--- src/rtl/fetch_seq.sv ---
`default_nettype none
// ============================================================================
// Module   : fetch_seq
// Purpose  : rv32i instruction-fetch sequencer. Single-outstanding imem
//            requests, one-entry decode output register, EX-driven redirect.
// Revision : 1.0 - initial release
// ============================================================================
module fetch_seq #(
    parameter int              XLEN     = 32,
    parameter logic [XLEN-1:0] RESET_PC = '0
) (
    input  logic            clk,
    input  logic            rst_n,
    output logic            imem_req,
    output logic [XLEN-1:0] imem_addr,
    input  logic            imem_gnt,
    input  logic            imem_rvalid,
    input  logic [31:0]     imem_rdata,
    output logic            if_valid,
    output logic [31:0]     if_instr,
    output logic [XLEN-1:0] if_pc,
    input  logic            id_ready,
    input  logic            ex_valid,
    input  logic [1:0]      pc_src,
    input  logic [XLEN-1:0] ex_pc,
    input  logic [XLEN-1:0] ex_imm,
    input  logic [XLEN-1:0] ex_rs1,
    output logic            flush,
    output logic            misalign
);

    typedef enum logic [1:0] {
        S_REQ  = 2'd0,
        S_WAIT = 2'd1,
        S_HALT = 2'd2
    } state_t;

    state_t          r_state, w_state_nxt;
    logic [XLEN-1:0] r_pc, w_pc_nxt;
    logic [XLEN-1:0] r_req_pc, w_req_pc_nxt;
    logic            r_drop, w_drop_nxt;
    logic            r_misalign, w_misalign_nxt;
    logic            r_if_valid, w_if_valid_nxt;
    logic [31:0]     r_if_instr;
    logic [XLEN-1:0] r_if_pc;

    logic            w_redir, w_redir_act;
    logic [XLEN-1:0] w_sum_rel, w_sum_reg, w_target;
    logic            w_req, w_fire, w_load;

    assign w_redir     = ex_valid & ((pc_src == 2'd1) | (pc_src == 2'd2));
    assign w_redir_act = w_redir & (r_state != S_HALT);
    assign w_sum_rel   = ex_pc + ex_imm;
    assign w_sum_reg   = ex_rs1 + ex_imm;
    assign w_target    = (pc_src == 2'd2) ? {w_sum_reg[XLEN-1:1], 1'b0} : w_sum_rel;

    // A new request is only issued if its result has somewhere to land.
    assign w_req  = rst_n & (r_state == S_REQ) & (~r_if_valid | id_ready);
    assign w_fire = w_req & imem_gnt;
    assign w_load = (r_state == S_WAIT) & imem_rvalid & ~r_drop & ~w_redir_act;

    always_comb begin
        w_state_nxt    = r_state;
        w_pc_nxt       = r_pc;
        w_req_pc_nxt   = r_req_pc;
        w_drop_nxt     = r_drop;
        w_misalign_nxt = r_misalign;
        w_if_valid_nxt = r_if_valid & ~id_ready;

        case (r_state)
            S_REQ: begin
                if (w_fire) begin
                    w_state_nxt  = S_WAIT;
                    w_req_pc_nxt = r_pc;
                    w_pc_nxt     = r_pc + XLEN'(4);
                    w_drop_nxt   = 1'b0;
                end
            end
            S_WAIT: begin
                if (imem_rvalid) begin
                    w_state_nxt = S_REQ;
                    w_drop_nxt  = 1'b0;
                end
            end
            S_HALT:  ;
            default: w_state_nxt = S_HALT;
        endcase

        if (w_load) begin
            w_if_valid_nxt = 1'b1;
        end

        // Redirect overrides sequential pc, any load, and marks in-flight work stale.
        if (w_redir_act) begin
            w_pc_nxt       = w_target;
            w_if_valid_nxt = 1'b0;
            if ((r_state == S_WAIT) && !imem_rvalid) begin
                w_drop_nxt = 1'b1;
            end
            if (w_fire) begin
                w_drop_nxt = 1'b1;
            end
            if (w_target[1]) begin
                w_misalign_nxt = 1'b1;
                w_state_nxt    = S_HALT;
            end
        end
    end

    always_ff @(posedge clk or negedge rst_n) begin
        if (!rst_n) begin
            r_state    <= S_REQ;
            r_pc       <= RESET_PC;
            r_req_pc   <= RESET_PC;
            r_drop     <= 1'b0;
            r_misalign <= 1'b0;
            r_if_valid <= 1'b0;
            r_if_instr <= '0;
            r_if_pc    <= '0;
        end else begin
            r_state    <= w_state_nxt;
            r_pc       <= w_pc_nxt;
            r_req_pc   <= w_req_pc_nxt;
            r_drop     <= w_drop_nxt;
            r_misalign <= w_misalign_nxt;
            r_if_valid <= w_if_valid_nxt;
            if (w_load) begin
                r_if_instr <= imem_rdata;
                r_if_pc    <= r_req_pc;
            end
        end
    end

    assign imem_req  = w_req;
    assign imem_addr = r_pc;
    assign if_valid  = r_if_valid;
    assign if_instr  = r_if_instr;
    assign if_pc     = r_if_pc;
    assign flush     = w_redir;
    assign misalign  = r_misalign;

endmodule
`default_nettype wire

--- config.mk ---
export PLATFORM = sky130hd
export DESIGN_NAME = fetch_seq
export DESIGN_NICKNAME = d
export VERILOG_FILES = /design/src/rtl/fetch_seq.sv
export SDC_FILE = /design/constraint.sdc
export NUM_CORES = 1
export LEC_CHECK = 0
export CAP_MARGIN = 20
export CORE_MARGIN = 2
export CORE_UTILIZATION = 50
export DETAILED_ROUTE_END_ITERATION = 12
export DONT_BUFFER_PORTS = 1
export HOLD_SLACK_MARGIN = 0.05
export SETUP_SLACK_MARGIN = 0.05
export SLEW_MARGIN = 40
export SYNTH_ARGS = -nofsm -noshare
export SYNTH_HDL_FRONTEND = slang
export SYNTH_SLANG_ARGS = --single-unit
--- constraint.sdc ---
create_clock -name clk -period 2.6 [get_ports clk]
set_input_delay 0.39 -clock clk [delete_from_list [all_inputs] [get_ports clk]]
set_output_delay 0.39 -clock clk [all_outputs]
set_load 0.005 [all_outputs]
==> summary.md, run 1 <==
| Metric | Value |
|---|---|
| Result of the run | `finished with violations` |
| Violated checks | `hold timing` |
| Worst Tran Pin Value | `814.6 ps` |
| Number of vias in the routed layout | `7804` |
| Sequential element share of the synthesized area | `36.55%` |
| Initial standard-cell utilization of the core | `between 50% and 60%` |
| Filler cells | `1588` |
| Skew-Pair Late Insertion Delay | `approximately 420 ps` |
| Category of the critical setup timing path | `input pin to register` |
| Setup crit end kind | `register` |
| Number of placed I/O pins | `236` |
| Number of failing setup endpoints in the final timing report | `0` |
| Synth cell types | `76` |
| Maximum clock path buffer count | `2` |
| Average via count per standard cell | `5.717` |
| HPWL after detailed placement | `20090 um` |
| Clock-pin slew on the worst setup and hold paths | `60 ps` |
| Core area | `about 18000 um^2` |
| Worst hold-check slack | `-331.6 ps` |
| Via count of the first global-routing pass | `7648` |
| CP max-delay cell | `a221oi_2` |
| Biggest cell delay along the critical path | `390 ps` |
| Leading cell type in the layout, fill and taps excluded | `nand2_1` |
| Total buffers and inverters traversed by the critical path | `1` |
| Total detailed-routing wirelength | `around 25000 um` |
| Wirelength per Cell | `18.57 um` |
| TritonCTS clock tree | `built` |
| Lkg Pwr | `roughly 0.0055 uW` |
| Final critical-path required period | `2448 ps` |
| Hold Crit Class | `input pin to async pin` |
| Startpoint types | `input pin` |
| Number of clock buffers inserted by TritonCTS | `17` |
| Overall die area | `19310 um^2` |
| Worst path required time | `2840 ps` |
| Critical path fanouts, max | `4` |
| Critical path, cell by cell | `ha_1 -> buf_4 -> a21oi_1 -> o21ai_0 -> a211oi_1 -> o21ai_1 -> a221oi_2 -> nor2_1 -> o22ai_1 -> xor2_1 -> a221oi_1` |
| Row count | `49` |
| First-pass GRT wire length | `40600 um` |
| Global-route usage over all layers | `26.06%` |
| Post-Syn Area | `9105 um^2` |
| Area Overhead vs Synth | `22.47%` |
| Vertical die dimension | `138.9 um` |
| Commonest cells after routing, fill and taps aside | `nand2_1 (168), buf_4 (158), dfrtp_1 (133)` |
| Number of nets at the end of the flow | `~1300` |
| Arr. time, crit path | `approximately 2700 ps` |
| Synth warn | `0` |
| Syn Inst Count | `983` |
| Final antenna-violating net count | `0` |
| Number of DRC violations after detailed-routing iteration 0 | `between 500 and 600` |
| Ratio of final minimum period to clock period | `94.17%` |
| Count of unresolved DRC violations after routing | `0` |
| Async set-reset flop share out of synthesis | `100.0%` |
| GRT overflow | `0` |
| Clock Root Buffer | `clkbuf_16` |
| Width of the die | `138.9 um` |
| Synth Area per Inst | `9.262 um^2` |
| Initial DRT Pass Iterations | `5` |
| Number of antenna violations at the first check in global routing | `0` |
| Seq cells post-synth | `133` |
| Pin count of the biggest net entering global routing | `135` |
| Diode insertion count for antenna repair | `0` |
| Number of nets in the synthesized netlist | `1184` |
| Dominant synthesized flop cell | `dfrtp_1` |
| Post-CTS setup buffer count | `0` |
| Headroom to the max-slew limit | `45.69%` |
| Final Hold Fails | `133` |
| Count of pins over their slew limit | `0` |
| # clock sinks | `around 130` |
| Final core utilization | `62.29%` |
| H-tree lvl count | `4` |
| Count of buffers from port buffering | `0` |
| PD cells | `~540 nW/um^2` |
| Final weighted congestion in routability-driven placement | `between 0.9 and 1` |
| Kind of cell adding the most delay to the critical path | `compound AO/OA/AOI/OAI gates` |
| Max-capacitance violation count | `0` |
| Setup Skew | `9.469 ps` |
| RSZ-0062 raised after global routing | `true` |
| Number of flops mapped to enable cells by yosys | `0` |
| Worst voltage drop across the vdd grid | `about 570 uV` |
| Fraction of final layout cells sized beyond drive strength 1 | `about a quarter` |
| Fmax | `408.4 MHz` |
[report_power, final]
group | internal, uW | switching [uW] | total [uW]
combinational | 700 | 730 | 1430
sequential | 2120 | 73.0 | 2200
clock | 1510 | 917 | 2430
[cell families (layout without fill, tap and decap cells)]
family	count (synthesis)	count (layout)	share of synthesized area [%]
DFF	133	133	36.55
and+or+nand+nor	326	326	16.35
AOI/OAI and AO/OA	254	254	18.91
muxes	70	70	8.616
buffers and inverters	57	210	2.968
adders and majority gates	65	65	9.097
xor gates and xnor gates	78	78	7.503
[worst paths after layout]
path                       slack (ps)            end  cells after the start      startpoint
setup / recovery                  150  imem_addr[28]                     11        ex_pc[9]
hold / removal                   -330    if_instr[8]                      0           rst_n
setup reg to reg                  220  imem_addr[28]                      8        if_valid
hold reg to reg                   470    r_req_pc[0]                      2     r_req_pc[0]
max in group asynchronous        2730   if_instr[18]                      0           rst_n
min in group clk                  130   if_instr[17]                      1  imem_rdata[17]
[final cells by class]
class | count | area (um^2) | share of cell area, %
Clock buffer | 17 | 425.4 | 3.815
Clock inverter | 14 | 176.4 | 1.582
Inverter | 19 | 71.32 | 0.6396
Multi-Input combinational cell | 793 | 5637 | 50.55
Sequential cell | 133 | 3328 | 29.85
Tap cell | 229 | 286.5 | 2.570
Timing Repair Buffer | 160 | 1226 | 11.00
[registers in the layout, summed over array words and instances, names as in the netlist]
signal and count:
r_req_pc 32, if_pc 32, r_drop 1, r_state 2, imem_addr 32, misalign 1, if_valid 1, if_instr 32
[stage by stage]
stage	instances	area [um^2]	setup slack [ps]	total power (uW)	TNS (ps)
after detailed placement	1334	10530	-307.0	3642	-2720
after global routing	1365	11150	-29.23	6329	-29.23
final	1365	11150	151.7	6056	0
after floorplan	983	9219	20.09	3089	0
after global placement	1334	10530	-271.9	3647	-2207
after CTS	1365	11130	94.67	6076	0
[layer usage]
| layer | vias up | track usage (%) | share of wire [%] |
|---|---|---|---|
| li1 | 3836 | - | - |
| met4 | 0 | 5.901 | 1.2 |
| met5 | - | 0 | 0 |
| met1 | 3646 | 36.48 | 46 |
| met3 | 24 | 5.421 | 6.7 |
| met2 | 298 | 41.92 | 46 |
[Yosys cell counts (5+ instances only)]
library cell / instances / area [um^2]
a21oi_1: 63 / 315.3
nand2b_1: 11 / 68.82
inv_1: 18 / 67.56
nand4_1: 9 / 56.30
or3_1: 5 / 31.28
a221oi_1: 7 / 61.31
nor2b_1: 6 / 37.54
nor3_1: 19 / 95.09
a311oi_1: 5 / 43.79
xnor2_1: 41 / 359.1
nand2_1: 168 / 630.6
xor2_1: 37 / 324.1
dfrtp_1: 133 / 3328
clkbuf_1: 26 / 97.59
mux2_2: 65 / 732.0
a211oi_1: 14 / 105.1
nor2_1: 41 / 153.9
and2_1: 9 / 56.30
a31oi_1: 9 / 56.30
a21o_1: 31 / 232.7
a211o_1: 6 / 52.55
and3_1: 15 / 93.84
o211ai_1: 15 / 112.6
o21ai_1: 6 / 30.03
nand3_1: 28 / 140.1
ha_1: 63 / 788.3
o21ai_0: 42 / 210.2
o21a_1: 10 / 75.07
[what timing repair did]
action	CTS	global route
setup endpoints to repair	0	11
endpoints found under the hold margin	133	133
resized for setup	0	6
Note: power is estimated with default switching activity, not from simulation.
==> run 2, diff against run 1 <==
CTS_CLUSTER_DIAMETER = 40   (was not set)
==> results of run 2 <==
Same layout as run 1: the final DEF is identical, and so are final timing and power.
==> run 3, diff against run 2 <==
GPL_TIMING_DRIVEN = 0   (was not set)
==> run 3 against run 2 <==
The run still ends with hold timing left; register-to-register slack got worse by 20 ps; non-clock buffer count decreased by 121; via count down 5.6%; design area is 7.4% lower; sequential share of layout area grew 2.4 points; count of clock-buffer cells in the layout stayed put; final cell count shrank 8.9%; die area unchanged; critical endpoint unchanged.
==> summary.md, run 3 (synthesis gave the netlist of run 1 again) <==
| Metric | Value |
|---|---|
| Biggest cell delay along the critical path | `430 ps (+40 ps)` |
| Number of DRC violations after detailed-routing iteration 0 | `373 (-30%)` |
| Hold Crit Class | `input pin to async pin` |
| Area Overhead vs Synth | `13.43%` |
| Maximum clock path buffer count | `2 (unchanged)` |
| Worst Tran Pin Value | `580.5 ps (-234.1 ps)` |
| Clock Root Buffer | `clkbuf_16` |
| Final core utilization | `57.69% (-4.6 points)` |
| Max-capacitance violation count | `0 (unchanged)` |
| Worst path required time | `2860 ps (+20 ps)` |
| Number of failing setup endpoints in the final timing report | `0 (unchanged)` |
| Kind of cell adding the most delay to the critical path | `compound AO/OA/AOI/OAI gates` |
| Final sum of negative setup slack | `0 ps (unchanged)` |
| Critical path fanouts, max | `9 (+5)` |
| Commonest cells after routing, fill and taps aside | `nand2_1 (168), dfrtp_1 (128), mux2_2 (65)` |
| Clock-pin slew on the worst setup and hold paths | `60 ps (about the same)` |
| Average via count per standard cell | `5.924 (+3.6%)` |
| Diode insertion count for antenna repair | `0 (unchanged)` |
| Total detailed-routing wirelength | `24340 um (-4.0%)` |
| Global-route usage over all layers | `25.04% (-1.0 points)` |
| Category of the critical setup timing path | `input pin to register` |
| Pre-CTS WS | `-543.8 ps (-236.8 ps)` |
| Fmax | `409.4 MHz (+0.25%)` |
| Count of pins over their slew limit | `0 (unchanged)` |
| Count of buffers from port buffering | `0 (unchanged)` |
| Number of vias in the routed layout | `7370 (-5.6%)` |
| Startpoint types | `input pin` |
| Number of antenna violations at the first check in global routing | `0 (unchanged)` |
| Number of placed I/O pins | `236 (unchanged)` |
| Result of the run | `finished with violations` |
| Number of nets at the end of the flow | `1204 (-9.1%)` |
| Via count of the first global-routing pass | `7394 (-3.3%)` |
| First-pass GRT wire length | `38960 um (-4.0%)` |
| Skew-Pair Late Insertion Delay | `410 ps (about the same)` |
| Headroom to the max-slew limit | `61.30% (+16 points)` |
| HPWL after detailed placement | `19440 um (-3.2%)` |
| Violated checks | `hold timing` |
| Row count | `49 (unchanged)` |
| Vertical die dimension | `138.9 um (unchanged)` |
| Wirelength per Cell | `19.57 um (+5.4%)` |
| Pin count of the biggest net entering global routing | `135 (unchanged)` |
| Worst hold-check slack | `-322.3 ps (+9.266 ps)` |
| Final weighted congestion in routability-driven placement | `0.9205 (-1.1%)` |
| Critical path, cell by cell | `ha_1 -> buf_6 -> a21oi_1 -> o21ai_0 -> a211oi_1 -> o21ai_1 -> a221oi_2 -> nor2_1 -> o22ai_1 -> xor2_1 -> a221oi_1` |
| Number of clock buffers inserted by TritonCTS | `17 (unchanged)` |
| PD cells | `578.8 nW/um^2 (+6.6%)` |
| GRT overflow | `0 (unchanged)` |
| Final Hold Fails | `133 (unchanged)` |
| Count of unresolved DRC violations after routing | `0 (unchanged)` |
| RSZ-0062 raised after global routing | `true` |
| Final WS setup | `157.7 ps (+6.012 ps)` |
| # clock sinks | `133 (unchanged)` |
| Non-filler instance count after layout | `1244 (-8.9%)` |
| Number of cells after detailed placement | `1212 (-9.1%)` |
| H-tree lvl count | `4 (unchanged)` |
| Fraction of final layout cells sized beyond drive strength 1 | `17.14% (-9.4 points)` |
| Leading cell type in the layout, fill and taps excluded | `nand2_1` |
| Worst voltage drop across the vdd grid | `486.0 uV (-14%)` |
| Core area | `17900 um^2 (unchanged)` |
| Overall die area | `19310 um^2 (unchanged)` |
| Lkg Pwr | `0.004851 uW (-12%)` |
| Initial DRT Pass Iterations | `5 (unchanged)` |
| Final antenna-violating net count | `0 (unchanged)` |
| Width of the die | `138.9 um (unchanged)` |
| Setup Skew | `8.064 ps (-1.405 ps)` |
| Filler cells | `1640 (+3.3%)` |
| Total buffers and inverters traversed by the critical path | `1 (unchanged)` |
| TritonCTS clock tree | `built` |
| Arr. time, crit path | `2700 ps (about the same)` |
| Initial standard-cell utilization of the core | `50.86% (unchanged)` |
| Final critical-path required period | `2442 ps (-6.012 ps)` |
| Ratio of final minimum period to clock period | `93.93% (-0.23 points)` |
| Setup crit end kind | `register` |
| CP max-delay cell | `a221oi_2` |
==> run 3: changes by cell type in the layout (fill, tap and decap cells not counted), sizes merged <==
cell    before  now
buf        160   10
clkbuf      17   46
clkinv       6    3
bufinv       3    5
inv         22   23
==> run 3: metrics by stage <==
stage	power, uW	cell area (um^2)
3_5_place_dp	3364	9509
6_report	5978	10330
3_3_place_gp	3366	9505
2_1_floorplan	3089	9219
5_1_grt	6250	10330
4_1_cts	5979	10170
==> run 3: metal layers <==
layer	track usage, %	wire length, um
met5	0	0
met1	33.53	10890
met4	6.911	428
met2	40.89	11370
met3	5.939	1657
==> run 3: worst paths after layout <==
| check | from | endpoint | slack, ps | cells after the start |
|---|---|---|---|---|
| max in group asynchronous | rst_n | imem_addr[13] | 2710 | 0 |
| max reg2reg | if_valid | imem_addr[19] | 200 | 8 |
| max | ex_pc[11] | imem_addr[28] | 160 | 11 |
| min | rst_n | if_instr[21] | -320 | 0 |
| min reg2reg | r_req_pc[12] | r_req_pc[12] | 470 | 2 |
| min in group clk | imem_rdata[0] | if_instr[0] | 140 | 1 |
==> run 3: layout make-up <==
cell class | count | area, um^2 | area share (%)
inverters | 19 | 71.32 | 0.6906
multi-input cells | 793 | 5759 | 55.77
plain buffers | 38 | 220.2 | 2.132
well taps | 229 | 286.5 | 2.774
clock inverters | 14 | 222.7 | 2.157
flip-flops and latches | 133 | 3334 | 32.29
repair buffers | 1 | 7.507 | 0.07269
clock buffers | 17 | 425.4 | 4.119
==> run 3: power breakdown <==
group	total (uW)	switching [uW]	internal, uW
Combinational	1150	659	487
Clock	2600	889	1710
Sequential	2230	108	2130
==> run 3: timing repair <==
item	in CTS	in global routing
buffers inserted	0	1
endpoints found under the hold margin	133	133
endpoints found under the setup margin	9	68
gates resized for setup	2	39
pin swaps	0	5
